--- config.mk ---
export PLATFORM = sky130hd
export DESIGN_NAME = snake_body
export DESIGN_NICKNAME = d
export VERILOG_FILES = /design/src/rtl/snake_body_pkg.sv /design/src/rtl/snake_body_dir_ring.sv /design/src/rtl/snake_body.sv
export SDC_FILE = /design/constraint.sdc
export NUM_CORES = 1
export LEC_CHECK = 0
export ABC_AREA = 1
export ABC_CLOCK_PERIOD_IN_PS = 5100
export BUFFER_PORTS_ARGS = -buffer_cell sky130_fd_sc_hd__buf_4
export CORE_MARGIN = 3
export CORE_UTILIZATION = 45
export CTS_CLUSTER_SIZE = 10
export DETAILED_ROUTE_END_ITERATION = 12
export GPL_TIMING_DRIVEN = 0
export SLEW_MARGIN = 20
export SYNTH_ARGS = -nofsm -noshare
export SYNTH_HDL_FRONTEND = slang
export SYNTH_SLANG_ARGS = --single-unit
--- constraint.sdc ---
create_clock -name clk_i -period 5.1 [get_ports clk_i]
set_input_delay 0 -clock clk_i [delete_from_list [all_inputs] [get_ports clk_i]]
set_output_delay 0 -clock clk_i [all_outputs]
set_load 0.03 [all_outputs]
--- src/rtl/snake_body_pkg.sv ---
// Shared types and helpers for the snake body block: headings, FSM states,
// playfield bounds and per-tile coordinate stepping.
package snake_body_pkg;

    typedef enum logic [1:0] {
        DirUp    = 2'd0,
        DirDown  = 2'd1,
        DirLeft  = 2'd2,
        DirRight = 2'd3
    } dir_e;

    typedef enum logic [0:0] {
        StWalk   = 1'b0,
        StUpdate = 1'b1
    } state_e;

    // Playfield spans 1..GameWidth by 1..GameHeight; row/column 0 is wall.
    localparam logic [4:0] GameWidth  = 5'd18;
    localparam logic [3:0] GameHeight = 4'd13;

    // Opposite heading: flip bit 0.
    function automatic dir_e dir_opposite(dir_e d);
        return dir_e'({d[1], ~d[0]});
    endfunction

    function automatic logic [4:0] step_x(logic [4:0] x, dir_e d);
        logic [4:0] r;
        case (d)
            DirLeft:  r = x - 5'd1;
            DirRight: r = x + 5'd1;
            default:  r = x;
        endcase
        return r;
    endfunction

    function automatic logic [3:0] step_y(logic [3:0] y, dir_e d);
        logic [3:0] r;
        case (d)
            DirUp:   r = y - 4'd1;
            DirDown: r = y + 4'd1;
            default: r = y;
        endcase
        return r;
    endfunction

endpackage

--- src/rtl/snake_body_dir_ring.sv ---
// Ring buffer of per-segment directions. Entry hidx+i holds the direction from
// segment i toward segment i+1. Reset lays the body out to the left of the head.
module snake_body_dir_ring
    import snake_body_pkg::*;
#(
    parameter int unsigned MaxLen = 64,
    parameter int unsigned AddrW  = $clog2(MaxLen)
) (
    input  logic             clk_i,
    input  logic             rst_ni,
    input  logic             we_i,
    input  logic [AddrW-1:0] waddr_i,
    input  dir_e             wdata_i,
    input  logic [AddrW-1:0] raddr_i,
    output dir_e             rdata_o
);

    dir_e mem_q [MaxLen];

    // Storage: synchronous fill with LEFT on reset, single write port otherwise.
    always_ff @(posedge clk_i) begin
        if (!rst_ni) begin
            for (int i = 0; i < int'(MaxLen); i++) begin
                mem_q[i] <= DirLeft;
            end
        end else if (we_i) begin
            mem_q[waddr_i] <= wdata_i;
        end
    end

    assign rdata_o = mem_q[raddr_i];

endmodule

--- src/rtl/snake_body.sv ---
// Snake state owner: head, direction ring and length. Continuously walks the
// body head-to-tail emitting one segment per clock, applies pending steps
// between passes, and flags wall and self collisions.
module snake_body
    import snake_body_pkg::*;
#(
    parameter int unsigned MaxLen   = 64,
    parameter int unsigned StartLen = 3,
    parameter int unsigned StartX   = 4,
    parameter int unsigned StartY   = 7
) (
    input  logic       clk_i,
    input  logic       rst_ni,
    input  logic       game_rst_ni,
    input  logic       step_i,
    input  logic [1:0] move_dir_i,
    input  logic       grow_i,
    output logic       step_done_o,
    output logic [4:0] snake_head_x_o,
    output logic [3:0] snake_head_y_o,
    output logic [4:0] snake_x_o,
    output logic [3:0] snake_y_o,
    output logic [1:0] snake_dir_o,
    output logic       snake_first_o,
    output logic       snake_last_o,
    output logic       snake_valid_o,
    output logic [6:0] length_o,
    output logic       wall_hit_o,
    output logic       self_hit_o,
    output logic       full_o
);

    localparam int unsigned AddrW = $clog2(MaxLen);

    logic             rst_all_n;
    state_e           state_q, state_d;
    logic [AddrW-1:0] idx_q, idx_d;
    logic [AddrW-1:0] hidx_q, hidx_d;
    logic [4:0]       cur_x_q, cur_x_d, head_x_q, head_x_d;
    logic [3:0]       cur_y_q, cur_y_d, head_y_q, head_y_d;
    dir_e             heading_q, heading_d;
    logic [6:0]       len_q, len_d;
    logic             pend_q, pend_d, pend_grow_q, pend_grow_d;
    dir_e             pend_dir_q, pend_dir_d;
    logic             check_q, check_d;
    logic             wall_q, wall_d, self_q, self_d, done_q, done_d;
    logic [4:0]       sx_q, sx_d;
    logic [3:0]       sy_q, sy_d;
    dir_e             sdir_q, sdir_d;
    logic             sfirst_q, sfirst_d, slast_q, slast_d, svalid_q, svalid_d;

    logic             ring_we;
    logic [AddrW-1:0] ring_waddr, ring_raddr;
    dir_e             ring_wdata, seg_dir, app_dir;
    logic [4:0]       nx;
    logic [3:0]       ny;
    logic             is_last, is_full, off_field;

    assign rst_all_n  = rst_ni & game_rst_ni;
    assign ring_raddr = hidx_q + idx_q;
    assign is_last    = 7'(idx_q) == (len_q - 7'd1);
    assign is_full    = len_q == 7'(MaxLen);
    // A reversal request would fold the head into the neck; keep going straight.
    assign app_dir    = (pend_dir_q == dir_opposite(heading_q)) ? heading_q : pend_dir_q;
    assign nx         = step_x(head_x_q, app_dir);
    assign ny         = step_y(head_y_q, app_dir);
    assign off_field  = (nx == 5'd0) || (nx > GameWidth) || (ny == 4'd0) || (ny > GameHeight);

    snake_body_dir_ring #(
        .MaxLen (MaxLen),
        .AddrW  (AddrW)
    ) u_dir_ring (
        .clk_i   (clk_i),
        .rst_ni  (rst_all_n),
        .we_i    (ring_we),
        .waddr_i (ring_waddr),
        .wdata_i (ring_wdata),
        .raddr_i (ring_raddr),
        .rdata_o (seg_dir)
    );

    // Next state: walk the body, or apply the latched step between passes.
    always_comb begin
        state_d     = state_q;
        idx_d       = idx_q;
        hidx_d      = hidx_q;
        cur_x_d     = cur_x_q;
        cur_y_d     = cur_y_q;
        head_x_d    = head_x_q;
        head_y_d    = head_y_q;
        heading_d   = heading_q;
        len_d       = len_q;
        pend_d      = pend_q;
        pend_dir_d  = pend_dir_q;
        pend_grow_d = pend_grow_q;
        check_d     = check_q;
        wall_d      = wall_q;
        self_d      = self_q;
        done_d      = 1'b0;
        sx_d        = sx_q;
        sy_d        = sy_q;
        sdir_d      = sdir_q;
        sfirst_d    = sfirst_q;
        slast_d     = slast_q;
        svalid_d    = 1'b0;
        ring_we     = 1'b0;
        ring_waddr  = hidx_q - AddrW'(1);
        ring_wdata  = dir_opposite(app_dir);

        unique case (state_q)
            StWalk: begin
                svalid_d = 1'b1;
                sx_d     = cur_x_q;
                sy_d     = cur_y_q;
                sdir_d   = seg_dir;
                sfirst_d = (idx_q == '0);
                slast_d  = is_last;
                if (check_q && (idx_q != '0) && (cur_x_q == head_x_q) && (cur_y_q == head_y_q)) begin
                    self_d = 1'b1;
                end
                cur_x_d = step_x(cur_x_q, seg_dir);
                cur_y_d = step_y(cur_y_q, seg_dir);
                idx_d   = idx_q + AddrW'(1);
                if (is_last) begin
                    check_d = 1'b0;
                    idx_d   = '0;
                    cur_x_d = head_x_q;
                    cur_y_d = head_y_q;
                    if (pend_q) begin
                        state_d = StUpdate;
                    end
                end
            end
            StUpdate: begin
                done_d  = 1'b1;
                pend_d  = 1'b0;
                state_d = StWalk;
                idx_d   = '0;
                cur_x_d = head_x_q;
                cur_y_d = head_y_q;
                if (off_field) begin
                    wall_d = 1'b1;
                end else begin
                    ring_we   = 1'b1;
                    hidx_d    = hidx_q - AddrW'(1);
                    heading_d = app_dir;
                    head_x_d  = nx;
                    head_y_d  = ny;
                    cur_x_d   = nx;
                    cur_y_d   = ny;
                    check_d   = 1'b1;
                    // Without growth the fixed length implicitly drops the old tail.
                    if (pend_grow_q && !is_full) begin
                        len_d = len_q + 7'd1;
                    end
                end
            end
            default: state_d = StWalk;
        endcase

        // A new step overrides the latch, including one arriving during update.
        if (step_i) begin
            pend_d      = 1'b1;
            pend_dir_d  = dir_e'(move_dir_i);
            pend_grow_d = grow_i;
        end
    end

    // State and output registers with synchronous game/system reset.
    always_ff @(posedge clk_i) begin
        if (!rst_all_n) begin
            state_q     <= StWalk;
            idx_q       <= '0;
            hidx_q      <= '0;
            cur_x_q     <= 5'(StartX);
            cur_y_q     <= 4'(StartY);
            head_x_q    <= 5'(StartX);
            head_y_q    <= 4'(StartY);
            heading_q   <= DirRight;
            len_q       <= 7'(StartLen);
            pend_q      <= 1'b0;
            pend_dir_q  <= DirRight;
            pend_grow_q <= 1'b0;
            check_q     <= 1'b0;
            wall_q      <= 1'b0;
            self_q      <= 1'b0;
            done_q      <= 1'b0;
            sx_q        <= '0;
            sy_q        <= '0;
            sdir_q      <= DirUp;
            sfirst_q    <= 1'b0;
            slast_q     <= 1'b0;
            svalid_q    <= 1'b0;
        end else begin
            state_q     <= state_d;
            idx_q       <= idx_d;
            hidx_q      <= hidx_d;
            cur_x_q     <= cur_x_d;
            cur_y_q     <= cur_y_d;
            head_x_q    <= head_x_d;
            head_y_q    <= head_y_d;
            heading_q   <= heading_d;
            len_q       <= len_d;
            pend_q      <= pend_d;
            pend_dir_q  <= pend_dir_d;
            pend_grow_q <= pend_grow_d;
            check_q     <= check_d;
            wall_q      <= wall_d;
            self_q      <= self_d;
            done_q      <= done_d;
            sx_q        <= sx_d;
            sy_q        <= sy_d;
            sdir_q      <= sdir_d;
            sfirst_q    <= sfirst_d;
            slast_q     <= slast_d;
            svalid_q    <= svalid_d;
        end
    end

    assign step_done_o    = done_q;
    assign snake_head_x_o = head_x_q;
    assign snake_head_y_o = head_y_q;
    assign snake_x_o      = sx_q;
    assign snake_y_o      = sy_q;
    assign snake_dir_o    = sdir_q;
    assign snake_first_o  = sfirst_q;
    assign snake_last_o   = slast_q;
    assign snake_valid_o  = svalid_q;
    assign length_o       = len_q;
    assign wall_hit_o     = wall_q;
    assign self_hit_o     = self_q;
    assign full_o         = is_full;

endmodule
; ---- Yosys cells after proc, flatten, opt, wreduce, memory -nomap -nowiden
; Memory sizes are Yosys's and may differ from the RTL's.
; Index checks and enable logic that the tools add are counted.
[word_totals]
ff_bits = 62
latch_bits = 0
ram_bits = 128
romBits = 0
in_bits = 7
output_inout_bits = 34
elab_cells = 111
memories = 1
[classes]
add_sub_neg = 13
mul = 0
div_mod_pow = 0
order_cmp = 2
eq_ne = 15
shift = 0
muxes = 32
n_bitwise = 5
reduce_logical = 21
[mem_list]
columns = memory, depth, word_bits, read_ports, rd_clocked_by_memory_dff, write_ports, line
row1 = u_dir_ring.mem_q, 64, 2, 1, 0, 64, snake_body_dir_ring.sv:18  ; dir_e mem_q [MaxLen];
[ops]
columns = cell, n
row1 = 5-bit case mux with 2 select lines, 3
row2 = 4-bit case mux with 2 select lines, 3
row3 = 1-bit two-way mux, 15
row4 = 6-bit two-way mux, 2
row5 = 6-bit case mux with 2 select lines, 1
row6 = 5-bit by 1-bit adder with 5-bit output (second input constant), 2
row7 = 5-bit two-way mux, 2
row8 = 5-bit by 1-bit subtractor with 5-bit output (second input constant), 2
row9 = 4-bit by 1-bit adder with 4-bit output (second input constant), 2
row10 = 2-bit == test (second input constant), 4
row11 = 4-bit two-way mux, 2
row12 = 4-bit by 2-bit inequality test with 1-bit output (second input constant), 2
row13 = 2-bit AND reduction, 4
row14 = 4-bit by 1-bit subtractor with 4-bit output (second input constant), 2
row15 = 7-bit by 1-bit adder with 7-bit output (second input constant), 1
row16 = 6-bit by 7-bit == test with 1-bit output, 1
row17 = 7-bit == test (second input constant), 1
row18 = 7-bit by 1-bit subtractor with 7-bit output (second input constant), 1
row19 = 6-bit by 1-bit adder with 6-bit output (second input constant), 1
row20 = 6-bit adder, 1
row21 = 6-bit logical NOT, 1
row22 = 6-bit nonzero test, 1
row23 = 6-bit by 1-bit subtractor with 6-bit output (second input constant), 1
row24 = 5-bit == test, 1
row25 = 19 further kinds, 32

; ---- Logic depth before layout (Yosys ltp)
; Gate-level depths: netlist of run 1.
[logic_depth]
word_depth = 16
ltp_mapped = 27
depth_no_buf = 24

; ---- Modules after synthesis
; Synthesis of run 1 repeated with hierarchy kept, for this count alone.
[hier_totals]
hier_cells = 1397
hier_area_um2 = 10699.0
[by_module_without_submodules]
columns = module, instances, cells_each, area_each_um2, seq_area_each_um2
row1 = snake_body_dir_ring, 1, 818, 6678.9, 3843.7
row2 = snake_body, 1, 579, 4020.1, 1241.2

; ---- Least setup slack after synthesis of run 1
; Ideal clock, no wire load.
[synth_timing]
kind = register to register
start = reg pend_dir_q[1]
end = mem u_dir_ring.mem_q[11][0] (netlist name), enable pin
setup_ns = 0.298
arrival_time_ns = 3.391
required_time_ns = 4.802
setup_slack_ns = 1.411
stages_incl_launch_ff = 28
path_buffers = 5
period_less_slack_ns = 3.689
cell_sequence = dfxtp_1 buf_6 inv_6 nand2_1 nand3_2 nand2_4 inv_1 clkbuf_1 buf_1 nand2_1 ha_1 nand2_1 nand2_1 nor2_1 inv_1 nand2_2 nand3_1 nand2_1 nand2_1 nand2_1 nand2_4 nor2_8 nand2_2 buf_6 nor3_4 buf_6 nand2_1 nand2_1
[synth_rtl]
columns = element, line
row1 = from (decl), snake_body.sv:44  ; dir_e pend_dir_q, pend_dir_d;
row2 = from (signal assigned), snake_body.sv:182  ; pend_dir_q <= DirRight;
row3 = from (signal assigned), snake_body.sv:205  ; pend_dir_q <= pend_dir_d;
row4 = to (decl), snake_body_dir_ring.sv:18

==> results of run 1 <==
==> worst paths after layout <==
path,start,end,slack [ns]
worst max-delay path,pend_dir_q[1]$_SDFFE_PN1P_,u_dir_ring.mem_q[44][0]$_SDFFCE_PN0P_,0.34
worst min-delay path,game_rst_ni,heading_q[1]$_SDFFE_PN1P_,0.02
worst min register to register,snake_y_o[1]$_SDFFE_PN0N_,snake_y_o[1]$_SDFFE_PN0N_,0.46
worst max register to register,pend_dir_q[1]$_SDFFE_PN1P_,u_dir_ring.mem_q[44][0]$_SDFFCE_PN0P_,0.34
==> what timing repair did <==
item | 4_1_cts | 5_1_grt
gates resized for setup | 2 | 10
endpoints found under the setup margin | 185 | 35
setup buffers | 0 | 0
endpoints found under the hold margin | 4 | 0
hold buffers | 10 | 0
==> layer usage <==
metal  vias up  global-route usage
met3        87              0.0380
met1      4491               0.342
li1       4705                   -
met2       404               0.434
met4         0               0.106
met5         -                   0
==> power breakdown <==
group          leakage [µW]  internal (µW)  switching, µW
sequential          0.00169           1670           19.0
combinational       0.00325           98.5            218
clock              0.000303            715            680
==> cells in the final DEF, fill, tap and decap left out, drive strengths merged, types with 16 or more instances in the layout <==
cell,n
nand2,521
ha,20
buf,70
xor2,20
nor3,16
a21oi,30
nand3,171
o21ai,46
clkbuf,63
dfxtp,62
edfxtp,128
inv,159
nor2,121
==> metrics by stage <==
step                      instance area, µm²   util  cells  hold WS [ns]
after floorplan                        10900      -   1418         0.100
after CTS                              12300  0.519   1818       0.00778
after detailed placement               11500  0.489   1777         0.216
after global placement                 11500  0.489   1777         0.215
after global routing                   12300  0.520   1818         0.100
final                                  12300  0.520   1818        0.0184
==> worst min-delay path: cells and delay by family <==
| kind | cells | cell delay (ns) |
|---|---|---|
| AND/OR/NAND/NOR | 1 | 0.16 |
| AO/OA/AOI/OAI | 2 | 0.17 |
| buffers and inverters | 1 | 0.11 |
==> registers in the layout (all words and copies together), names as in the netlist, 4 cells and up <==
| register | count |
|---|---|
| snake_x_o | 5 |
| length_o | 7 |
| u_dir_ring.mem_q | 128 |
| snake_head_y_o | 4 |
| cur_x_q | 5 |
| cur_y_q | 4 |
| snake_y_o | 4 |
| snake_head_x_o | 5 |
| idx_q | 6 |
| hidx_q | 6 |
==> logic make-up after synthesis <==
family	count (synthesis)	synth area share
compound gates	95	0.0494
xor+xnor	27	0.0239
fa+ha+maj	25	0.0323
buf+inv	229	0.0889
flops	190	0.469
simple gates	852	0.337
==> layout make-up <==
| type | count | area (µm²) |
|---|---|---|
| multi-input combinational | 999 | 4810 |
| fill | 2380 | 11300 |
| buffer | 74 | 382 |
| clock inverter | 13 | 133 |
| inverter | 154 | 589 |
| sequential | 190 | 5090 |
| timing repair buffer | 50 | 400 |
| tap | 319 | 399 |
| clock buffer | 19 | 475 |
==> flow_summary.toml, run 1 <==
[cells_and_area]
syn_to_final_growth_pct = 13.1
fin_nets = 1518
antenna_cells = 0
layout-drive-gt1-share = 0.0941

[setup_path]
reg2reg_depth = 26
cp_top_family = "simple AND/OR/NAND/NOR gates"
cp_num_buf_inv = 7
endpoint_kind = "register"
cp_max_fo = 11
crit_type = "register to register"
cpMostUsedCell = "nand2_1"
crit_path_top_delay_cell = "nor3_4"
cpPeakStageDelay_ns = 0.52
crit_required_ns = 5.26
start_kind = "register"
arrival_ns = 4.92
path_depth = 26

[routing]
vias = 9687
wl_per_cell_um = 18.1
met3_length_um = 2610
drtAntennaViolNets = 0
firstDrtPassIters = 6
wl_met1_um = 13500
dr.first_iter.drc_count = 1020
remaining_drc_errors = 0
topRoutingLayerUsed = "met4"
dr_wl_met2_um = 15400
wl_um = 32900
vias_per_cell = 5.33

[floorplanning]
coreArea_um2 = 23600
fp-row-count = 56
ioPinCount = 41
die_w_um = 161
initial_core_util = 0.460
die_area_um2 = 26000
die_y_um = 161

[synth]
ys_seq_area_frac = 0.469
avgSynthCellArea_um2 = 7.65
synth-async-reset-ratio = 0
synth_top_cell_by_area = "edfxtp_1"
yosys-top-cells-count = "513 x nand2_1, 169 x nand3_1, 148 x inv_1"
syn-instance-count = 1418
synth.most_common_cell = "nand2_1"
synthTopCellsByArea = "edfxtp_1 35%, nand2_1 18%, dfxtp_1 11%, nand3_1 7.8%, inv_1 5.1%"
synth_top_area_share = 0.354
netlist_area_um2 = 10900
ys_warn_count = 0
syn_nets = 1450
synth_ff_type = "edfxtp_1"
synth_cell_types = 46
synth-seq-cells = 190
synth_edf_count = 128

[placement]
hpwl_um = 22900
place_ws_ns = -0.506
gp_congestion = 0.921
io_buffers = 40

[grt]
gr-total-overflow = 0
grt_max_degree = 20
grt_usage = 0.260
antenna_found_initial = 0
grt_pass1_vias = 9346
grt_pass1_wl_um = 51700

[power]
p_leak_uw = 0.00524
finalPower_uw = 3400
power.density_cell_area_nw_per_um2 = 277
vdd_drop_max_v = 0.000198

[timing]
worst_slew_pin_slew_ns = 0.995
maxSlewHeadroom = 0.337
hold_violations = 0
tns_ns = 0
finalSetupViolations = 0
layout_setup_ws_ns = 0.340
min_period_ns = 4.76
clock_skew_ns = 0.0205
fmax_mhz = 210
slew_violations = 0
fin_crit_sh = 0.933
rsz0062_at_grt = "false"

[run]
timing.max_cap.violations = 0

[cts]
cts_root_buffer = "clkbuf_16"
cts.clk_slew.worst_paths_ns = 0.08
clkSinkCount = 190
h-tree-depth = 4
clk_latency_ns = 0.45
cts_buffers = 17
clock_path_buffers = 2
cts_tree = "done"

[worst_hold_path]
hold_class = "primary input to register"
hold_depth = 4

[status]
status = "finished, final reports clean"
No activity file was read; power rests on OpenSTA's default activity.
==> inputs of run 2 (changes only) <==
ABC_AREA = default   (was 1)
==> run 2 against run 1 <==
Area after synthesis down 6.6%. Cell area down 5.9%. Hold slack better by 0.096 ns. Cell count down 26%. Clock skew down 0.0026 ns. Highest routed layer unchanged. Critical path depth down 8. Die area down 6.3%. Sequential share of layout area up 2.6 points. Via count down 20%. Utilization up 0.63 points.
==> flow_summary.toml, run 2 <==
[timing]
fin_crit_sh = 0.954
clock_skew_ns = 0.0178
fmax_mhz = 206
tns_ns = 0
rsz0062_at_grt = "true"
hold_violations = 0
min_period_ns = 4.86
layout_setup_ws_ns = 0.236
hold_slack_ns = 0.114
slew_violations = 0
maxSlewHeadroom = 0.346
worst_slew_pin_slew_ns = 0.981
finalSetupViolations = 0

[synth]
ys_warn_count = 0
syn_nets = 1007
synth.most_common_cell = "nor2_1"
synth_ff_type = "edfxtp_1"
netlist_area_um2 = 10100
avgSynthCellArea_um2 = 10.4
synthTopCellsByArea = "edfxtp_1 38%, dfxtp_1 12%, mux4_2 7.1%, nor2_1 5.2%, nand2_1 4.9%"
synth_top_cell_by_area = "edfxtp_1"
synth-seq-cells = 190
synth_top_area_share = 0.379
ys_seq_area_frac = 0.502
synth-async-reset-ratio = 0
syn-instance-count = 975
synth_cell_types = 69
yosys-top-cells-count = "141 x nor2_1, 131 x nand2_1, 128 x edfxtp_1"
synth_edf_count = 128

[setup_path]
r2r_slack_ns = 0.24
crit_type = "register to register"
r2r-end = "u_dir_ring.mem_q[40][1]$_SDFFCE_PN1P_"
endpoint_kind = "register"
start_kind = "register"
cp_max_fo = 10
crit_required_ns = 5.23
reg2reg_depth = 18
startpoint = "pend_dir_q[1]$_SDFFE_PN1P_"
arrival_ns = 5.00
crit_path_end = "u_dir_ring.mem_q[40][1]$_SDFFCE_PN1P_"
r2r_start = "pend_dir_q[1]$_SDFFE_PN1P_"

[cells_and_area]
final_area_um2 = 11500
syn_to_final_growth_pct = 13.9
largest-register = "u_dir_ring.mem_q"
fin_cells = 1340
largest_reg_flops = 128
layout_common_cells = "141 x nor2_1, 130 x nand2_1, 128 x edfxtp_1, 69 x o21ai_0, 62 x dfxtp_1"
fin_nets = 1079
layout-drive-gt1-share = 0.158
final_common_cell = "nor2_1"
antenna_cells = 0

[placement]
hpwl_um = 19800
io_buffers = 40
place_area_um2 = 10800
dpl.cell_count = 1295
gp_congestion = 0.870
place_ws_ns = -0.559

[worst_hold_path]
hold_class = "primary input to register"

[power]
vdd_drop_max_v = 0.000219
p_leak_uw = 0.00392
power.density_cell_area_nw_per_um2 = 282

[floorplanning]
die_w_um = 156
die_y_um = 156
ioPinCount = 41
initial_core_util = 0.462
fp-row-count = 54
coreArea_um2 = 22000
die_area_um2 = 24400

[routing]
firstDrtPassIters = 5
vias_per_cell = 5.78
wl_per_cell_um = 21.4
wl_um = 28700
remaining_drc_errors = 0
wl_met1_um = 12300
vias = 7744
dr.first_iter.drc_count = 804
drtAntennaViolNets = 0
met3_length_um = 2150
dr_wl_met2_um = 13600
topRoutingLayerUsed = "met4"

[grt]
grt_max_degree = 21
gr-total-overflow = 0
antenna_found_initial = 0
grt_usage = 0.240
grt_pass1_wl_um = 43700
grt_pass1_vias = 7560

[cts]
h-tree-depth = 4
cts_tree = "done"
cts_root_buffer = "clkbuf_16"
cts_buffers = 17
clkSinkCount = 190
cts.clk_slew.worst_paths_ns = 0.08
clk_latency_ns = 0.45
clock_path_buffers = 2

[run]
timing.max_cap.violations = 0

[status]
status = "finished, final reports clean"
## run 2: stage by stage
| stage | total power [µW] | util |
|---|---|---|
| 6_report | 3260 | 0.526 |
| 5_1_grt | 3350 | 0.526 |
| 4_1_cts | 3270 | 0.524 |
| 3_5_place_dp | 1940 | 0.491 |
| 3_3_place_gp | 1940 | 0.491 |
| 2_1_floorplan | 1870 | - |
## run 2: per-layer routing
layer	global-route usage	up-vias
met5	0	-
met4	0.0817	0
met3	0.0419	41
met1	0.331	3777
li1	-	3630
met2	0.387	296
## run 2: logic make-up (layout without fill, tap and decap cells)
group,Yosys count,in the layout,share of synthesized area
and+or+nand+nor,378,378,0.168
DFF,190,190,0.502
AOI/OAI and AO/OA,167,167,0.100
buffers and inverters,91,176,0.0371
muxes,66,66,0.107
xor gates and xnor gates,58,58,0.0516
adders and majority gates,25,25,0.0346
## run 2: cell type report
| cell class | instances | area [µm²] |
|---|---|---|
| Sequential cell | 190 | 5080 |
| Clock inverter | 15 | 170 |
| Multi-Input combinational cell | 694 | 4710 |
| Tap cell | 280 | 350 |
| Fill cell | 1971 | 10400 |
| Inverter | 20 | 75.1 |
| Buffer | 71 | 314 |
| Clock buffer | 17 | 425 |
| Timing Repair Buffer | 53 | 418 |
## run 2: worst min path at each step
stage | startpoint | to | slack, ns | cells after the start
floorplan | step_i | pend_q$_SDFFE_PN0P_ | 0.12 | 2
global placement | move_dir_i[0] | pend_dir_q[0]$_SDFFE_PN1P_ | 0.22 | 3
detailed placement | move_dir_i[1] | pend_dir_q[1]$_SDFFE_PN1P_ | 0.22 | 3
CTS | game_rst_ni | snake_head_x_o[1]$_SDFFE_PN0P_ | 0.10 | 3
global route | game_rst_ni | snake_head_x_o[1]$_SDFFE_PN0P_ | 0.14 | 3
finish | game_rst_ni | snake_head_x_o[1]$_SDFFE_PN0P_ | 0.11 | 3
## run 2: timing repair
item,CTS,global route
pin swaps,2,0
gates resized for setup,4,22
hold endpoints to repair,4,0
hold buffers,8,0
endpoints found under the setup margin,188,141
buffers inserted,5,0
## run 2: power by group
part	internal (µW)	switching, µW
clock	661	692
sequential	1670	17.0
combinational	90.0	135
## run 2: worst max-delay path, cell delays in order (launching register included)
cell and delay (ns):
dfxtp_1 0.30, buf_4 0.16, xnor2_2 0.22, mux2i_4 0.26
clkbuf_4 0.26, nand2b_1 0.22, inv_1 0.08, fa_1 0.39
nand2b_1 0.17, a21oi_2 0.19, xor2_1 0.24, a21boi_1 0.11
or3_4 0.42, a21o_1 0.18, buf_4 0.18, nor3_4 0.28
nand3_2 0.28, buf_2 0.32, o21ai_1 0.26
